File: config.mk
export PLATFORM = sky130hd
export DESIGN_NAME = uart_tx_fifo
export DESIGN_NICKNAME = d
export VERILOG_FILES = /design/src/rtl/uart_tx_fifo_pkg.sv /design/src/rtl/uart_tx_fifo_sync_fifo.sv /design/src/rtl/uart_tx_fifo.sv
export SDC_FILE = /design/constraint.sdc
export NUM_CORES = 1
export LEC_CHECK = 0
export CORE_UTILIZATION = 50
export DETAILED_ROUTE_END_ITERATION = 8
export GPL_ROUTABILITY_DRIVEN = 0
export PLACE_DENSITY = 0.74
export SKIP_CTS_REPAIR_TIMING = 1
export SYNTH_ARGS = -nofsm -noshare
export SYNTH_HDL_FRONTEND = slang
export SYNTH_SLANG_ARGS = --single-unit
File: constraint.sdc
create_clock -name sys_clk_i -period 7.8 [get_ports sys_clk_i]
set_input_delay 1.56 -clock sys_clk_i [delete_from_list [all_inputs] [get_ports sys_clk_i]]
set_output_delay 1.56 -clock sys_clk_i [all_outputs]
set_load 0.02 [all_outputs]
File: src/rtl/uart_tx_fifo_pkg.sv
// rtl/uart_tx_fifo_pkg.sv - shared constants for the buffered UART transmitter
package uart_tx_fifo_pkg;

  // Transmit FSM state encodings (2-bit, legacy-compatible)
  localparam logic [1:0] UTX_IDLE  = 2'd0;
  localparam logic [1:0] UTX_START = 2'd1;
  localparam logic [1:0] UTX_DATA  = 2'd2;
  localparam logic [1:0] UTX_STOP  = 2'd3;

  // Width of a counter that must hold values 0..n-1 (at least one bit)
  function automatic int cnt_width(input int n);
    return (n <= 2) ? 1 : $clog2(n);
  endfunction

endpackage

File: src/rtl/uart_tx_fifo_sync_fifo.sv
// rtl/uart_tx_fifo_sync_fifo.sv - single-clock FIFO with occupancy count
module uart_tx_fifo_sync_fifo #(
  parameter int WIDTH = 8,
  parameter int DEPTH = 16,
  localparam int AW = $clog2(DEPTH)
) (
  input  logic             clk,
  input  logic             rst_n,
  input  logic             push,
  input  logic [WIDTH-1:0] din,
  input  logic             pop,
  output logic [WIDTH-1:0] dout,
  output logic [AW:0]      count,
  output logic             full,
  output logic             empty
);

  localparam logic [AW:0] DEPTH_CNT = (AW + 1)'(DEPTH);

  logic [WIDTH-1:0] mem [DEPTH];
  logic [AW-1:0]    wr_ptr;
  logic [AW-1:0]    rd_ptr;
  logic             push_ok;
  logic             pop_ok;

  // Flags come straight from the registered count, so a push is judged on
  // the pre-edge state even when a pop happens on the same edge.
  assign full    = (count == DEPTH_CNT);
  assign empty   = (count == '0);
  assign push_ok = push && !full;
  assign pop_ok  = pop && !empty;
  assign dout    = mem[rd_ptr];

  // Storage array: written only on an accepted push, no reset needed
  always_ff @(posedge clk) begin
    if (push_ok) begin
      mem[wr_ptr] <= din;
    end
  end

  // Pointers wrap naturally (power-of-two depth); count tracks push - pop
  always_ff @(posedge clk or negedge rst_n) begin
    if (!rst_n) begin
      wr_ptr <= '0;
      rd_ptr <= '0;
      count  <= '0;
    end else begin
      if (push_ok) begin
        wr_ptr <= wr_ptr + 1'b1;
      end
      if (pop_ok) begin
        rd_ptr <= rd_ptr + 1'b1;
      end
      case ({push_ok, pop_ok})
        2'b10:   count <= count + 1'b1;
        2'b01:   count <= count - 1'b1;
        default: count <= count;
      endcase
    end
  end

endmodule

File: src/rtl/uart_tx_fifo.sv
// rtl/uart_tx_fifo.sv - FIFO-buffered 8N1 UART transmitter
module uart_tx_fifo
  import uart_tx_fifo_pkg::*;
#(
  parameter int CLK_FREQ = 100_000_000,
  parameter int BAUD     = 115200,
  parameter int DEPTH    = 16,
  localparam int AW = $clog2(DEPTH)
) (
  input  logic        sys_clk_i,
  input  logic        sys_rstn_i,
  input  logic        uart_wr_i,
  input  logic [7:0]  uart_dat_i,
  output logic        uart_tx,
  output logic        fifo_full_o,
  output logic [AW:0] fifo_count_o,
  output logic        tx_busy_o,
  output logic        overflow_o
);

  localparam int CLKS_PER_BIT = CLK_FREQ / BAUD;
  localparam int CW           = cnt_width(CLKS_PER_BIT);
  localparam logic [CW-1:0] BAUD_MAX = CW'(CLKS_PER_BIT - 1);

  logic [1:0]    state;
  logic [CW-1:0] baud_cnt;
  logic [2:0]    bit_idx;
  logic [7:0]    shreg;
  logic          tx_q;
  logic          baud_wrap;
  logic          fifo_pop;
  logic          fifo_empty;
  logic [7:0]    fifo_dout;

  uart_tx_fifo_sync_fifo #(
    .WIDTH (8),
    .DEPTH (DEPTH)
  ) u_fifo (
    .clk   (sys_clk_i),
    .rst_n (sys_rstn_i),
    .push  (uart_wr_i),
    .din   (uart_dat_i),
    .pop   (fifo_pop),
    .dout  (fifo_dout),
    .count (fifo_count_o),
    .full  (fifo_full_o),
    .empty (fifo_empty)
  );

  assign baud_wrap = (baud_cnt == BAUD_MAX);

  // The shifter takes a new byte either from idle or at the very end of a
  // stop bit, which is what lets frames run back-to-back with no gap.
  assign fifo_pop = !fifo_empty &&
                    ((state == UTX_IDLE) || ((state == UTX_STOP) && baud_wrap));

  assign uart_tx   = tx_q;
  assign tx_busy_o = (state != UTX_IDLE);

  // Sticky record of any push dropped because the FIFO was full
  always_ff @(posedge sys_clk_i or negedge sys_rstn_i) begin
    if (!sys_rstn_i) begin
      overflow_o <= 1'b0;
    end else if (uart_wr_i && fifo_full_o) begin
      overflow_o <= 1'b1;
    end
  end

  // Transmit FSM: baud timing, bit sequencing, shift register and line driver
  always_ff @(posedge sys_clk_i or negedge sys_rstn_i) begin
    if (!sys_rstn_i) begin
      state    <= UTX_IDLE;
      baud_cnt <= '0;
      bit_idx  <= '0;
      shreg    <= '0;
      tx_q     <= 1'b1;
    end else begin
      case (state)
        UTX_IDLE: begin
          tx_q     <= 1'b1;
          baud_cnt <= '0;
          if (fifo_pop) begin
            shreg <= fifo_dout;
            state <= UTX_START;
            tx_q  <= 1'b0;
          end
        end
        UTX_START: begin
          if (baud_wrap) begin
            baud_cnt <= '0;
            bit_idx  <= '0;
            state    <= UTX_DATA;
            tx_q     <= shreg[0];
          end else begin
            baud_cnt <= baud_cnt + 1'b1;
          end
        end
        UTX_DATA: begin
          if (baud_wrap) begin
            baud_cnt <= '0;
            if (bit_idx == 3'd7) begin
              state <= UTX_STOP;
              tx_q  <= 1'b1;
            end else begin
              bit_idx <= bit_idx + 1'b1;
              shreg   <= {1'b0, shreg[7:1]};
              tx_q    <= shreg[1];
            end
          end else begin
            baud_cnt <= baud_cnt + 1'b1;
          end
        end
        default: begin
          if (baud_wrap) begin
            baud_cnt <= '0;
            if (fifo_pop) begin
              shreg <= fifo_dout;
              state <= UTX_START;
              tx_q  <= 1'b0;
            end else begin
              state <= UTX_IDLE;
              tx_q  <= 1'b1;
            end
          end else begin
            baud_cnt <= baud_cnt + 1'b1;
          end
        end
      endcase
    end
  end

endmodule

==> results.py, run 1 <==
metrics = {
    "synth": {
        "yosysUniqueCellTypes": 46,
        "synthTopCellsByArea": "edfxtp_1 54%, dfrtp_1 13%, mux2i_1 7.3%, ha_1 2.8%, a22oi_1 1.9%",
        "synth-edff-count": 128,
        "synth_warnings": 0,
        "synth_area_per_cell_sq_um": 15.1,
        "ys_seq_area_frac": 0.674,
        "synth-seq-cells": 166,
        "synthArstFlopShare": 0.229,
        "post_synth_inst_count": 470,
        "synthesis.area_sq_um": 7110,
        "yosysTopAreaCellShare": 0.540,
        "most_used_flip_flop_cell_after_synthesis": "edfxtp_1",
        "synthDominantAreaCellType": "edfxtp_1",
        "mappedNetlistNets": 498,
    },
    "clocking": {
        "clock_insertion_delay_worst_skew_ns": 0.43,
        "clk_transition_reported_paths_ns": 0.06,
        "cts_num_sinks": 166,
        "number_of_h_tree_branching_levels": 4,
        "cts_tree": "yes",
        "ctsRootBufferMaster": "clkbuf_16",
        "clk_path_buf_depth": 2,
        "cts_inserted_buffers": 17,
    },
    "global_routing": {
        "grt_first_pass_wirelength_mm": 21.8,
        "grt_start_max_net_pins": 59,
        "globalRoute.totalOverflow": 0,
        "grt_pass1_vias": 4033,
        "antenna_found_initial": 0,
        "groute.usage.overall": 0.207,
    },
    "routing": {
        "vias": 3877,
        "dr.first_iter.drc_count": 329,
        "detail_route.wl_per_cell_um": 20.0,
        "detail_route.vias_per_cell": 5.71,
        "number_of_nets_with_antenna_violations_after_routing": 0,
        "detail_route.first_pass.iterations": 4,
        "detail_route.drc_violations": 0,
        "drt_wl_total_mm": 13.6,
    },
    "sta": {
        "period_minus_slack_ns": 3.61,
        "setup_tns_ns": 0,
        "timing.clock.skew_ns": 0.00817,
        "max_freq_mhz": 277,
        "maxSlewViolCount": 0,
        "rsz_0062_raised_after_global_routing": "no",
        "relSlewSlack": 0.250,
        "setup_viol": 0,
        "max_slew.worst_pin.slew_ns": 1.12,
        "finalHoldViolCount": 0,
        "hold_slack_ns": 0.472,
        "period_share": 0.463,
    },
    "pwr": {
        "power.share.switching": 0.338,
        "post-layout-total-power_mw": 2.98,
        "seq_power_share": 0.409,
        "power.clock.fraction": 0.261,
        "p_leak_nw": 2.99,
        "fraction_of_power_consumed_by_combinational_cells": 0.329,
        "power.net_switching_mw": 1.01,
        "power_per_cell_area_nw_per_um2": 375,
        "worst_ir_drop_vdd_mv": 0.194,
        "internal_power_mw": 1.97,
    },
    "critical_path": {
        "critPathRequiredTime_ns": 6.24,
        "crit_chain": "nor4_1 -> nand2_1 -> inv_1 -> clkdlybuf4s50_1",
        "worst-endpoint-arrival_ns": 2.05,
        "setup.worst_path.class": "flip-flop to output pin",
        "timing.critical_path.to_type": "output pin",
        "worst_path_largest_cell_delay_ns": 0.60,
        "worst-r2r-cell-count": 12,
        "total_number_of_cells_along_the_worst_setup_path": 4,
        "path_delay_family": "buffers and inverters",
        "cp_max_fo": 5,
        "critPathBufInv": 2,
        "critical_path_top_delay_cell": "clkdlybuf4s50_1",
        "critical_path_source_type": "flip-flop",
    },
    "layout": {
        "stdcell_area_sq_um": 7950,
        "final_standard_cell_utilization_of_the_core": 0.573,
        "drive_above_1_share": 0.106,
        "synthesis_to_layout_area_growth_pct": 11.8,
        "layout.nets": 515,
        "diodes": 0,
    },
    "die": {
        "core_outline_area_sq_um": 13900,
        "dieWidth_um": 121,
        "die_height_um": 121,
        "floorplan.die_area_sq_um": 14700,
        "floorplan.initialDensity": 0.512,
        "num_io_pins": 20,
        "fp-row-count": 43,
    },
    "placement": {
        "place.port_buffers": 19,
        "place_hpwl_mm": 9.06,
        "post_dp_cell_area_sq_um": 7400,
    },
    "hold_path": {
        "whs_path_depth": 1,
        "hp-class": "flip-flop to flip-flop",
    },
    "flow_run": {
        "number_of_violations_of_the_max_capacitance_limit": 0,
    },
    "run_status": {
        "run_status": "finished, final reports clean",
    },
}
==> flip-flops by register name (all words and copies together) (netlist names) <==
name and cells:
u_fifo.mem 128, baud_cnt 10, shreg 8, u_fifo.count 5, u_fifo.rd_ptr 4, u_fifo.wr_ptr 4, bit_idx 3, state 2
overflow_o 1, uart_tx 1
==> area by class of cell <==
class	count	area, sq um
Fill cell	1095	5930
Sequential cell	166	4800
Multi-Input combinational cell	271	2150
Clock buffer	17	425
Tap cell	180	225
Timing Repair Buffer	20	193
Clock inverter	14	124
Inverter	11	41.3
==> cells in the final DEF, fill, tap and decap left out, types with 8 or more instances in the layout <==
cell type and instances:
clkdlybuf4s50_1 18, nand2_1 35, a21oi_1 12, mux2i_1 52, edfxtp_1 128, ha_1 16, xnor2_1 10, inv_1 11
a22oi_1 18, o21ai_0 17, nor2_1 28, dfrtp_1 36, clkbuf_16 17, xor2_1 8
==> cells in the mapped netlist, types with 6 or more instances <==
cell type / n
nor2_1: 28
xor2_1: 8
ha_1: 16
nand3_1: 6
inv_1: 11
xnor2_1: 10
a21oi_1: 12
mux2i_1: 52
edfxtp_1: 128
a32oi_1: 6
dfrtp_1: 37
a22oi_1: 18
buf_2: 7
nor3_1: 6
o21ai_0: 17
clkbuf_1: 7
mux2_4: 7
nand2_1: 35
==> worst paths after layout <==
path	startpoint	end	slack [ns]
max in group asynchronous	sys_rstn_i	u_fifo.rd_ptr[1]	5.97
worst min register to register	overflow_o	overflow_o	0.47
worst min-delay path	overflow_o	overflow_o	0.47
min in group asynchronous	sys_rstn_i	u_fifo.count[2]	1.24
worst max register to register	baud_cnt[0]	u_fifo.count[4]	4.62
worst max-delay path	u_fifo.count[1]	fifo_full_o	4.19
==> per-stage QoR <==
step	setup slack [ns]	instances
2_1_floorplan	4.47	470
3_3_place_gp	3.94	648
3_5_place_dp	3.83	648
4_1_cts	4.18	679
5_1_grt	4.02	679
6_report	4.19	679
==> logic make-up (layout without fill, tap and decap cells) <==
| family | Yosys count | in the layout | share of synthesized area |
|---|---|---|---|
| AOI/OAI and AO/OA | 66 | 66 | 0.0616 |
| xor gates and xnor gates | 18 | 18 | 0.0222 |
| adders and majority gates | 17 | 17 | 0.0310 |
| buffers and inverters | 33 | 62 | 0.0239 |
| DFF | 166 | 166 | 0.674 |
| muxes | 70 | 70 | 0.120 |
| and+or+nand+nor | 100 | 100 | 0.0669 |
==> per-layer routing <==
| layer | global-route usage | part of all wire | vias up |
|---|---|---|---|
| met5 | 0 | 0 | - |
| met2 | 0.336 | 0.50 | 109 |
| met4 | 0.0864 | 0.020 | 0 |
| met1 | 0.266 | 0.41 | 1937 |
| li1 | - | - | 1806 |
| met3 | 0.0503 | 0.062 | 25 |
==> power groups by stage <==
stage	registers, mW	logic [mW]	clock network [mW]
floorplan	1.20	0.749	0
global placement	1.23	0.949	0
detailed placement	1.24	0.980	0
CTS	1.22	0.987	0.795
global route	1.24	1.08	0.826
finish	1.22	0.983	0.780
(Power assumes the default switching activity.)
==> run 2: changes to the inputs <==
--- a/config.mk
+++ b/config.mk
@@ -8,7 +8,7 @@
 export CORE_UTILIZATION = 50
 export DETAILED_ROUTE_END_ITERATION = 8
 export GPL_ROUTABILITY_DRIVEN = 0
-export PLACE_DENSITY = 0.74
+export PLACE_DENSITY = 0.76
 export SKIP_CTS_REPAIR_TIMING = 1
 export SYNTH_ARGS = -nofsm -noshare
 export SYNTH_HDL_FRONTEND = slang
==> constraint.sdc (replaced) <==
create_clock -name sys_clk_i -period 3.2 [get_ports sys_clk_i]
set_input_delay 0.64 -clock sys_clk_i [delete_from_list [all_inputs] [get_ports sys_clk_i]]
set_output_delay 0.64 -clock sys_clk_i [all_outputs]
set_load 0.02 [all_outputs]
==> run 2 against run 1 <==
Via count grew 1.8%; global-route usage shrank 0.82 points; worst setup slack got worse by 4.0 ns; combinational power rose to 2.5 times the previous value; design area increased by 1.8%; sequential power is 140% higher; clock power rose by 130%; cell count grew 3.2%; register-to-register slack got worse by 4.4 ns; critical endpoint is now u_fifo.count[4]; highest routed layer unchanged.
==> results.py, run 2 (synthesis results as in run 1) <==
metrics = {
    "run_status": {
        "run_status": "finished, final reports clean",
    },
    "clocking": {
        "clock_insertion_delay_worst_skew_ns": 0.42,
        "ctsRootBufferMaster": "clkbuf_16",
        "cts_num_sinks": 166,
        "clk_transition_reported_paths_ns": 0.06,
        "cts_inserted_buffers": 17,
        "number_of_h_tree_branching_levels": 4,
        "clk_path_buf_depth": 2,
        "cts_tree": "yes",
    },
    "die": {
        "num_io_pins": 20,
        "floorplan.initialDensity": 0.512,
        "dieWidth_um": 121,
        "floorplan.die_area_sq_um": 14700,
        "fp-row-count": 43,
        "core_outline_area_sq_um": 13900,
        "die_height_um": 121,
    },
    "critical_path": {
        "timing.critical_path.to_type": "flip-flop",
        "critical_path_source_type": "flip-flop",
        "cp_max_fo": 6,
        "worst_path_largest_cell_delay_ns": 0.41,
        "timing.critical_path.mode_cell": "ha_1",
        "critPathRequiredTime_ns": 3.55,
        "worst-endpoint-arrival_ns": 3.34,
        "worst-r2r-cell-count": 12,
        "setup.worst_path.class": "flip-flop to flip-flop",
        "crit_chain": "ha_1 -> nor3b_2 -> a41oi_1 -> nor2_2 -> ha_1 -> inv_1 -> fa_1 -> nor2b_1 -> o21ai_0 -> and3_1 -> nor3_1 -> xor2_1",
        "critical_path_top_delay_cell": "fa_1",
    },
    "global_routing": {
        "globalRoute.totalOverflow": 0,
        "grt_first_pass_wirelength_mm": 21.2,
        "antenna_found_initial": 0,
        "grt_start_max_net_pins": 39,
        "grt_pass1_vias": 3943,
        "groute.usage.overall": 0.199,
    },
    "layout": {
        "drive_above_1_share": 0.138,
        "fillers": 1032,
        "stdcell_area_sq_um": 8090,
        "mostFrequentLayoutCells": "128 x edfxtp_1, 52 x mux2i_1, 36 x dfrtp_1, 35 x nand2_1, 27 x nor2_1",
        "registers_with_the_most_flip_flops": "u_fifo.mem (128), baud_cnt (10), shreg (8)",
        "final_common_cell": "edfxtp_1",
        "largest-register": "u_fifo.mem",
        "diodes": 0,
        "synthesis_to_layout_area_growth_pct": 13.8,
        "max_reg_flops": 128,
        "layout.nets": 536,
    },
    "routing": {
        "vias": 3947,
        "detail_route.drc_violations": 0,
        "drt_wl_total_mm": 13.2,
        "detail_route.vias_per_cell": 5.63,
        "detail_route.first_pass.iterations": 5,
        "detail_route.wl_per_cell_um": 18.9,
        "number_of_nets_with_antenna_violations_after_routing": 0,
        "dr.first_iter.drc_count": 417,
    },
    "pwr": {
        "power_per_cell_area_nw_per_um2": 895,
        "worst_ir_drop_vdd_mv": 0.498,
        "p_leak_nw": 3.09,
    },
    "sta": {
        "timing.clock.skew_ns": 0.00447,
        "relSlewSlack": 0.440,
        "max_freq_mhz": 334,
        "period_share": 0.936,
        "setup_viol": 0,
        "finalHoldViolCount": 0,
        "postLayoutSetupSlackWorst_ns": 0.204,
        "max_slew.worst_pin.slew_ns": 0.840,
        "maxSlewViolCount": 0,
        "period_minus_slack_ns": 3.00,
    },
    "placement": {
        "post_dp_cell_area_sq_um": 7560,
        "place_hpwl_mm": 8.76,
        "placement.setup.worst_slack_ns": 0.175,
        "place.port_buffers": 19,
    },
    "flow_run": {
        "number_of_violations_of_the_max_capacitance_limit": 0,
    },
    "hold_path": {
        "hp-class": "input pin to asynchronous set/reset pin",
    },
}
## run 2: cell count changes in the layout (fill, tap and decap cells not counted), sizes merged
cell and delta:
clkinv +3, bufinv -1, buf +21, inv -1
## run 2: metrics by stage
stage	hold slack, ns	instances	power, mW	utilization	setup TNS, ns
after floorplan	0.344	470	4.76	-	0
after global placement	0.440	669	5.35	0.545	0
after detailed placement	0.445	669	5.44	0.545	0
after CTS	0.340	701	7.26	0.583	0
after global routing	0.399	701	7.63	0.583	-0.000263
final	0.316	701	7.24	0.583	0
## run 2: final timing paths
check,startpoint,to,slack [ns]
setup / recovery,baud_cnt[0],u_fifo.count[4],0.20
setup reg to reg,baud_cnt[0],u_fifo.count[4],0.20
hold reg to reg,overflow_o,overflow_o,0.47
min in group sys_clk_i,overflow_o,overflow_o,0.47
hold / removal,sys_rstn_i,u_fifo.count[2],0.32
max in group asynchronous,sys_rstn_i,u_fifo.rd_ptr[1],2.30
## run 2: layer usage
metal	vias to the layer above	part of all wire	wire, um	track usage
li1	1847	-	-	-
met1	1976	0.44	5780	0.259
met2	106	0.50	6560	0.320
met3	18	0.050	657	0.0531
met4	0	0.017	222	0.0741
met5	-	0	0	0
## run 2: worst max-delay path, delay by kind of cell (launching register included)
kind | cells | cell delay, ns
AND/OR/NAND/NOR | 5 | 1.04
adder cells (fa/ha/maj) | 3 | 0.91
flip-flops | 1 | 0.39
AO/OA/AOI/OAI | 2 | 0.30
XOR/XNOR | 1 | 0.16
buffers and inverters | 1 | 0.11
## run 2: final cells by class
class,count,area [sq um],share of cell area
Sequential cell,166,4800,0.593
Multi-Input combinational cell,271,2150,0.265
Clock buffer,17,425,0.0526
Timing Repair Buffer,41,350,0.0433
Tap cell,180,225,0.0278
Clock inverter,15,105,0.0130
Inverter,11,41.3,0.00510
## run 2: power by group
group	switching, mW	leakage [nW]	internal (mW)
logic	1.36	1.21	1.11
registers	0.268	1.63	2.69
clock network	0.824	0.248	0.991
total	2.45	3.09	4.79
